**src/rtl/hit_scorer.sv**
```systemverilog
// ============================================================================
// Module      : hit_scorer
// Description : Turns collision hit/miss pulses into game score, combo count,
//               multiplier and combo display enable. Inputs are synchronized
//               and edge-detected so each pulse yields exactly one event.
//               Score and combo saturate at SCORE_MAX. The score floors at 0.
// Ports       : clk              - system clock
//               reset            - asynchronous active-high reset
//               i_game_state     - 0 IDLE, 1 PLAY, 2 PAUSE, 3 OVER (sync)
//               i_correct_hit    - correct-hit level (async, multi-cycle)
//               i_incorrect_hit  - incorrect-hit level (async, multi-cycle)
//               i_beat_tick      - metronome level (miss detection only)
//               o_score          - current score, 0..SCORE_MAX
//               o_combo_count    - consecutive correct hits, 0..SCORE_MAX
//               o_combo_en       - combo display enable (registered)
//               o_mult           - current multiplier, 1..MAX_MULT
//               o_score_pulse    - one-cycle strobe on every processed event
//               o_miss_count     - beat misses, saturating at 255
// Options     : MISS_DETECT_EN   - enables beat-window miss detection
// Revision    : 1.0 - initial release
// ============================================================================
`default_nettype none

module hit_scorer #(
  parameter int BASE_POINTS = 10,
  parameter int PENALTY     = 5,
  parameter int MULT_STEP   = 10,
  parameter int MAX_MULT    = 4,
  parameter int COMBO_SHOW  = 5,
  parameter int SCORE_MAX   = 9999
) (
  input  logic        clk,
  input  logic        reset,
  input  logic [1:0]  i_game_state,
  input  logic        i_correct_hit,
  input  logic        i_incorrect_hit,
  input  logic        i_beat_tick,
  output logic [13:0] o_score,
  output logic [13:0] o_combo_count,
  output logic        o_combo_en,
  output logic [2:0]  o_mult,
  output logic        o_score_pulse,
  output logic [7:0]  o_miss_count
);

  localparam int C_STW = $clog2(MULT_STEP + 1);

  typedef enum logic [1:0] {
    GS_IDLE  = 2'd0,
    GS_PLAY  = 2'd1,
    GS_PAUSE = 2'd2,
    GS_OVER  = 2'd3
  } game_state_t;

  game_state_t w_state;
  assign w_state = game_state_t'(i_game_state);

  logic w_play;
  assign w_play = (w_state == GS_PLAY);

  // --------------------------------------------------------------------------
  // Input capture: 2-flop synchronizer plus delay flop. All flops reset to 1
  // so a level already high at reset release is not seen as a rising edge.
  // --------------------------------------------------------------------------
  logic [2:0] r_corr_sync;
  logic [2:0] r_inc_sync;

  always_ff @(posedge clk or posedge reset) begin
    if (reset) begin
      r_corr_sync <= 3'b111;
      r_inc_sync  <= 3'b111;
    end else begin
      r_corr_sync <= {r_corr_sync[1:0], i_correct_hit};
      r_inc_sync  <= {r_inc_sync[1:0], i_incorrect_hit};
    end
  end

  // Bit 1 is the synchronized level, bit 2 its one-cycle delayed copy.
  logic w_corr_ev;
  logic w_inc_ev;
  assign w_corr_ev = r_corr_sync[1] & ~r_corr_sync[2];
  assign w_inc_ev  = r_inc_sync[1]  & ~r_inc_sync[2];

  // --------------------------------------------------------------------------
  // Scoring registers
  // --------------------------------------------------------------------------
  logic [13:0]      r_score;
  logic [13:0]      r_combo;
  logic [2:0]       r_mult;
  logic [C_STW-1:0] r_step;
  logic             r_pulse;
  logic             r_combo_en;

  logic             w_miss;

`ifdef MISS_DETECT_EN
  // --------------------------------------------------------------------------
  // Beat-window miss detection
  // --------------------------------------------------------------------------
  logic [2:0] r_beat_sync;
  logic       r_armed;
  logic       r_hit_seen;
  logic [7:0] r_miss_count;
  logic       w_beat_ev;

  always_ff @(posedge clk or posedge reset) begin
    if (reset) begin
      r_beat_sync <= 3'b111;
    end else begin
      r_beat_sync <= {r_beat_sync[1:0], i_beat_tick};
    end
  end

  assign w_beat_ev = r_beat_sync[1] & ~r_beat_sync[2];

  // A correct event landing on the closing beat still belongs to that window.
  assign w_miss = w_play & w_beat_ev & r_armed & ~(r_hit_seen | w_corr_ev);

  always_ff @(posedge clk or posedge reset) begin
    if (reset) begin
      r_armed      <= 1'b0;
      r_hit_seen   <= 1'b0;
      r_miss_count <= 8'd0;
    end else if (!w_play) begin
      // Leaving PLAY disarms, so the first beat after re-entry only arms.
      r_armed    <= 1'b0;
      r_hit_seen <= 1'b0;
      if (w_state == GS_IDLE) begin
        r_miss_count <= 8'd0;
      end
    end else begin
      if (w_beat_ev) begin
        r_armed    <= 1'b1;
        r_hit_seen <= 1'b0;
      end else if (w_corr_ev && !w_inc_ev) begin
        r_hit_seen <= 1'b1;
      end
      if (w_miss && !w_inc_ev && (r_miss_count != 8'hFF)) begin
        r_miss_count <= r_miss_count + 8'd1;
      end
    end
  end

  assign o_miss_count = r_miss_count;
`else
  logic w_unused_beat;
  assign w_unused_beat = i_beat_tick;
  assign w_miss        = 1'b0;
  assign o_miss_count  = 8'd0;
`endif

  // --------------------------------------------------------------------------
  // Next-state arithmetic. Sums and differences are one bit wider than the
  // 14-bit operands so overflow/underflow is visible before clamping.
  // --------------------------------------------------------------------------
  logic [14:0]      w_points;
  logic [14:0]      w_sum;
  logic [14:0]      w_diff;
  logic [14:0]      w_combo_sum;
  logic [13:0]      w_score_add;
  logic [13:0]      w_score_sub;
  logic [13:0]      w_combo_add;
  logic [C_STW-1:0] w_step_inc;

  assign w_points    = 15'(BASE_POINTS) * {12'd0, r_mult};
  assign w_sum       = {1'b0, r_score} + w_points;
  assign w_diff      = {1'b0, r_score} - 15'(PENALTY);
  assign w_combo_sum = {1'b0, r_combo} + 15'd1;
  assign w_score_add = (w_sum > 15'(SCORE_MAX)) ? 14'(SCORE_MAX) : w_sum[13:0];
  // Borrow out of the 14-bit range shows up in bit 14.
  assign w_score_sub = w_diff[14] ? 14'd0 : w_diff[13:0];
  assign w_combo_add = (w_combo_sum > 15'(SCORE_MAX)) ? 14'(SCORE_MAX)
                                                      : w_combo_sum[13:0];
  assign w_step_inc  = r_step + C_STW'(1);

  logic [13:0]      w_score_n;
  logic [13:0]      w_combo_n;
  logic [2:0]       w_mult_n;
  logic [C_STW-1:0] w_step_n;
  logic             w_pulse_n;

  // Priority inside PLAY: incorrect > miss > correct.
  always_comb begin
    w_score_n = r_score;
    w_combo_n = r_combo;
    w_mult_n  = r_mult;
    w_step_n  = r_step;
    w_pulse_n = 1'b0;
    if (w_state == GS_IDLE) begin
      w_score_n = 14'd0;
      w_combo_n = 14'd0;
      w_mult_n  = 3'd1;
      w_step_n  = '0;
    end else if (w_play) begin
      if (w_inc_ev) begin
        w_score_n = w_score_sub;
        w_combo_n = 14'd0;
        w_mult_n  = 3'd1;
        w_step_n  = '0;
        w_pulse_n = 1'b1;
      end else if (w_miss) begin
        w_combo_n = 14'd0;
        w_mult_n  = 3'd1;
        w_step_n  = '0;
        w_pulse_n = 1'b1;
      end else if (w_corr_ev) begin
        w_score_n = w_score_add;
        w_combo_n = w_combo_add;
        w_pulse_n = 1'b1;
        if (w_step_inc == C_STW'(MULT_STEP)) begin
          w_step_n = '0;
          if (r_mult < 3'(MAX_MULT)) begin
            w_mult_n = r_mult + 3'd1;
          end
        end else begin
          w_step_n = w_step_inc;
        end
      end
    end
  end

  always_ff @(posedge clk or posedge reset) begin
    if (reset) begin
      r_score    <= 14'd0;
      r_combo    <= 14'd0;
      r_mult     <= 3'd1;
      r_step     <= '0;
      r_pulse    <= 1'b0;
      r_combo_en <= 1'b0;
    end else begin
      r_score    <= w_score_n;
      r_combo    <= w_combo_n;
      r_mult     <= w_mult_n;
      r_step     <= w_step_n;
      r_pulse    <= w_pulse_n;
      // Follows the registered combo, so it trails a combo change by a cycle.
      r_combo_en <= w_play && (r_combo >= 14'(COMBO_SHOW));
    end
  end

  assign o_score       = r_score;
  assign o_combo_count = r_combo;
  assign o_mult        = r_mult;
  assign o_score_pulse = r_pulse;
  assign o_combo_en    = r_combo_en;

endmodule

`default_nettype wire

```
**config.mk**
```make
export PLATFORM = sky130hd
export DESIGN_NAME = hit_scorer
export DESIGN_NICKNAME = d
export VERILOG_FILES = /design/src/rtl/hit_scorer.sv
export SDC_FILE = /design/constraint.sdc
export NUM_CORES = 1
export LEC_CHECK = 0
export ABC_AREA = 1
export ABC_CLOCK_PERIOD_IN_PS = 4200
export CORE_ASPECT_RATIO = 0.7
export CORE_MARGIN = 2
export CORE_UTILIZATION = 45
export CTS_CLUSTER_DIAMETER = 80
export DETAILED_ROUTE_END_ITERATION = 10
export GPL_ROUTABILITY_DRIVEN = 1
export HOLD_SLACK_MARGIN = 0.05
export PLACE_DENSITY = 0.74
export SLEW_MARGIN = 20
export SYNTH_ARGS = -nofsm -noshare
export SYNTH_HDL_FRONTEND = slang
export SYNTH_SLANG_ARGS = --single-unit
```
**constraint.sdc**
```tcl
create_clock -name clk -period 4.2 [get_ports clk]
set_input_delay 0.84 -clock clk [delete_from_list [all_inputs] [get_ports clk]]
set_output_delay 0.84 -clock clk [all_outputs]
set_load 0.02 [all_outputs]
```
Word-level counts from Yosys, hierarchy flattened --
Index checks and enable logic that the tools add are counted.
Word-level totals: flip-flop bits (word level) 43, input port bits 7, output and inout bits 41, word-level logic and storage cells 58
Operators by class: add/subtract/negate cells 5, multipliers 1, $lt $le $gt $ge 4, equality and inequality tests 2, multiplexer cells 26, bitwise gates (word level) 4, reduce and logical (&&, ||, !) cells 8
Operator list (count):
- $mux W14 | 11
- $gt A15 B14 Y1 const B | 2
- $mux W4 | 5
- $mux W3 | 6
- $add A14 B1 Y15 const B | 1
- $add A14 B7 Y15 | 1
- $sub A14 B3 Y15 const B | 1
- $ge A14 B3 Y1 const B | 1
- $reduce_bool A3 Y1 | 3
- $mul A3 B3 Y6 const A | 1
- $add A4 B1 Y4 const B | 1
- $eq A4 B4 Y1 const B | 1
- $mux W1 | 4
- $reduce_and A4 Y1 | 1
- $add A3 B1 Y3 const B | 1
- $lt A3 B3 Y1 const B | 1
- $and A1 B1 Y1 | 2
- $eq A2 B1 Y1 const B | 1
- $logic_not A2 Y1 | 1
- $not A1 Y1 | 2
- $reduce_and A2 Y1 | 1
- $reduce_bool A2 Y1 | 1
- $logic_and A1 B1 Y1 | 1

Depth between registers and ports, before layout --
depth in word-level cells 8, gate-level depth with buffers 19

Worst setup path after synthesis --
Ideal clock, no wire load.
kind reg2reg, start point register r_mult[0], in the netlist o_mult[0], end point register r_score[11], in the netlist o_score[11], arrival time 2.512 ns, required time 4.082 ns, path slack 1.570 ns, cell stages (with the launch flop) 18, buffers on the path 0, cells stage by stage dfstp_2 > ha_1 > ha_1 > ha_1 > ha_1 > nand2_1 > nand2_1 > nand2_1 > nand2_1 > inv_2 > nand2_2 > nand3_1 > nor4_1 > nor2_2 > nand3_1 > nand2_1 > nand2_1 > nand2_1
Between the ends: word-level cells in the longest chain between the ends 8
RTL lines:
- start, declared | RTL line 89 | logic [2:0] r_mult;
- start signal, assigned | RTL line 233 | r_mult <= w_mult_n;
- $mul A3 B3 Y6 (*) | RTL line 165 | assign w_points = 15'(BASE_POINTS) * {12'd0, r_mult};
- $add A14 B7 Y15 (*) | RTL line 166 | assign w_sum = {1'b0, r_score} + w_points;
- $gt A15 B14 Y1 | RTL line 169 | assign w_score_add = (w_sum > 15'(SCORE_MAX)) ? 14'(SCORE_MAX) : w_sum[13:0];
- $mux W14 (*) | RTL line 169
- $mux W14 (*) | RTL line 206 | end else if (w_corr_ev) begin
- $mux W14 (*) | RTL line 195 | if (w_inc_ev) begin
- $mux W14 (*) | RTL line 194 | end else if (w_play) begin
- $mux W14 (*) | RTL line 189 | if (w_state == GS_IDLE) begin
- end signal, assigned | RTL line 231 | r_score <= w_score_n;
- end, declared | RTL line 87 | logic [13:0] r_score;
Every way passes the cells marked *; elsewhere a longest branch is shown, timed or not. The select of a mux whose other input is x is not followed. A chain may end at the register's enable or synchronous reset.

Worst setup path in the final report --
start point register r_mult[0], in the netlist o_mult[0], end point register r_score[7], in the netlist o_score[7]
Same word-level chain as after synthesis.

==> impl_metrics.toml <==
[global_routing]
grt_max_degree = 44
grt.overflow.total = 0
grt_pass1_vias = 2942
grt_pass1_wl_um = 13800
grt_usage_pct = 20.8
antenna_found_initial = 0

[routing]
drt_iter0_markers = 335
wl_um = 7970
antenna_left = 0
drc = 0
vias = 3173
first_pass_iters = 5
wl_per_cell_um = 13.0
via_per_inst = 5.18

[final_layout]
post-route-util_pct = 54.2
mostFrequentLayoutCells = "142 x nand2_1, 55 x inv_1, 51 x nand3_1, 38 x clkdlybuf4s50_1, 36 x dfrtp_1"
area_delta_synth_final_pct = 16.4
layout_commonest_cell = "nand2_1"
layout.cells.non_filler = 613
n_fill_cell = 706
nets = 539
antennaDiodeCount = 0
drive_gt1_share_pct = 11.8
design_area_um2 = 3950

[worst_setup_path]
cp_common_cell = "nand2_1"
worst-path-buf-inv = 0
path_delay_family = "simple AND/OR/NAND/NOR gates"
cp.required_ps = 4380
worst_path_max_delay_cell = "dfstp_2"
worst-setup-path-type = "flop to flop"
path_cells = "ha_1, ha_1, ha_1, ha_1, nand2_1, nor3_1, nand3_1, nand2_1, nand3_1, xor2_1, nand2_4, nand3_1, nand2_1, nand2_1, nand2_1"
cp.arrival_ps = 3200
crit_path_max_fanout = 9
max_stage_delay_ps = 590
crit_path_end_kind = "flop"
worstSetupStartpointType = "flop"

[yosys]
ys_ff_latch = 43
synth_area_um2 = 3390
async_flop_share_pct = 100
syn_area_per_cell_um2 = 7.15
syn_inst = 474
synthFlopType = "dfrtp_1"
synth_edf_count = 0
synth_cell_types = 46
ys_warn_count = 0
ys_seq_area_share_pct = 32.0

[timing]
tightest_slew_ps = 577
setup_violations = 0
final_max_slew_viol_count = 0
finalHoldViolations = 0
clock_skew_ps = 13.7
fmax_mhz = 331
fin_setup_tns_ps = 0
layout_min_cycle_time_ps = 3030
rsz0062_at_grt = "false"
max_slew_margin_pct = 61.5
min_period_over_period_pct = 72.0

[cts]
cts_buffer_depth = 2
cts_setup_buffers = 0
clock_sinks = 43
cts_resized = 0
path_clk_slew_ps = 90
ctsHoldBuffers = 0
htree_num_levels = 2
cts_root_buf = "clkbuf_8"
cts_tree = "yes"
clkLatencyLatePin_ps = 300
cts_buffers = 5

[floorplan]
core-area_um2 = 7290
row_count = 26
fp.dieH_um = 76.6
initial_core_util_pct = 46.5
ios = 48
die_w_um = 108
fp.dieArea_um2 = 8260

[status]
status = "finished, final reports clean"

[power_and_ir_drop]
ir_drop_uv = 206
powerDensity_nw_per_um2 = 391
power.leakage_nw = 2.03

[placement]
dp.cells = 605
dp_hpwl_um = 6110
port_buffers = 38
gp_congestion = 0.870
dpl_cell_area_um2 = 3840

[job]
drv_cap = 0

[min_path]
hp-class = "flop to flop"
synthesized netlist by cell type (5+ instances only):
cell	count	share of area, %
nand2_1	142	16
xor2_1	15	3.9
o21ai_0	12	1.8
xnor2_1	5	1.3
ha_1	17	6.3
nor2_1	29	3.2
buf_4	10	2.2
dfrtp_1	36	27
nor2_2	5	0.92
nor3_1	6	0.89
inv_2	10	1.1
nand3_1	51	7.5
o22ai_2	6	2.2
inv_1	56	6.2
a21oi_1	11	1.6
dfstp_2	7	5.4
o21ai_1	6	0.89
nand2_2	5	0.92
stage by stage:
stage	total power, mW	setup slack (ps)	hold WS [ps]
3_3_place_gp	1.23	1280	347
4_1_cts	1.55	1240	361
5_1_grt	1.68	970	364
3_5_place_dp	1.24	1230	348
6_report	1.54	1170	359
2_1_floorplan	1.05	1570	345
worst paths after layout:
kind,startpoint,to,slack [ps],depth (start not counted)
worst max-delay path,o_mult[0]$_DFFE_PP1P_,o_score[7]$_DFFE_PP0P_,1170,15
worst min-delay path,r_corr_sync[0]$_DFF_PP1_,r_corr_sync[1]$_DFF_PP1_,360,0
worst max register to register,o_mult[0]$_DFFE_PP1P_,o_score[7]$_DFFE_PP0P_,1170,15
worst min register to register,r_corr_sync[0]$_DFF_PP1_,r_corr_sync[1]$_DFF_PP1_,360,0
max in group asynchronous,reset,o_score[9]$_DFFE_PP0P_,2790,3
min in group asynchronous,reset,o_combo_count[1]$_DFFE_PP0P_,1000,3
layout make-up:
class                   instances  area (µm²)  share of cell area (%)
clock buffers                   7        96.3                    2.44
clock inverters                 1        7.51                   0.190
inverters                      68         255                    6.47
multi-input cells             355        1980                    50.1
flip-flops and latches         43        1080                    27.5
well taps                      98         123                    3.11
repair buffers                 41         403                    10.2
state kept, by name, indices dropped and copies added (netlist names):
| signal | cells |
|---|---|
| o_combo_count | 14 |
| r_corr_sync | 3 |
| r_step | 4 |
| o_mult | 3 |
| o_score_pulse | 1 |
| r_inc_sync | 3 |
| o_score | 14 |
| o_combo_en | 1 |
kinds of logic after synthesis:
logic type / synth area share (%)
other cells: 0.111
buf+inv: 10.4
mux: 0.295
flops: 32.0
fa+ha+maj: 6.86
xor+xnor: 5.17
compound gates: 9.08
simple gates: 36.1
metal layers:
metal | GRT usage [%] | up-vias | routed length [µm]
li1 | - | 1578 | -
met1 | 32.1 | 1469 | 3900
met2 | 30.2 | 122 | 3350
met3 | 3.59 | 4 | 679
met4 | 4.23 | 0 | 42
met5 | 0 | - | 0
power breakdown:
| part | internal [mW] | switching, mW | leakage (nW) |
|---|---|---|---|
| Sequential | 0.467 | 0.0773 | 0.563 |
| Combinational | 0.273 | 0.427 | 1.42 |
| Clock | 0.150 | 0.148 | 0.0505 |
Power figures use the tool's default switching activity.
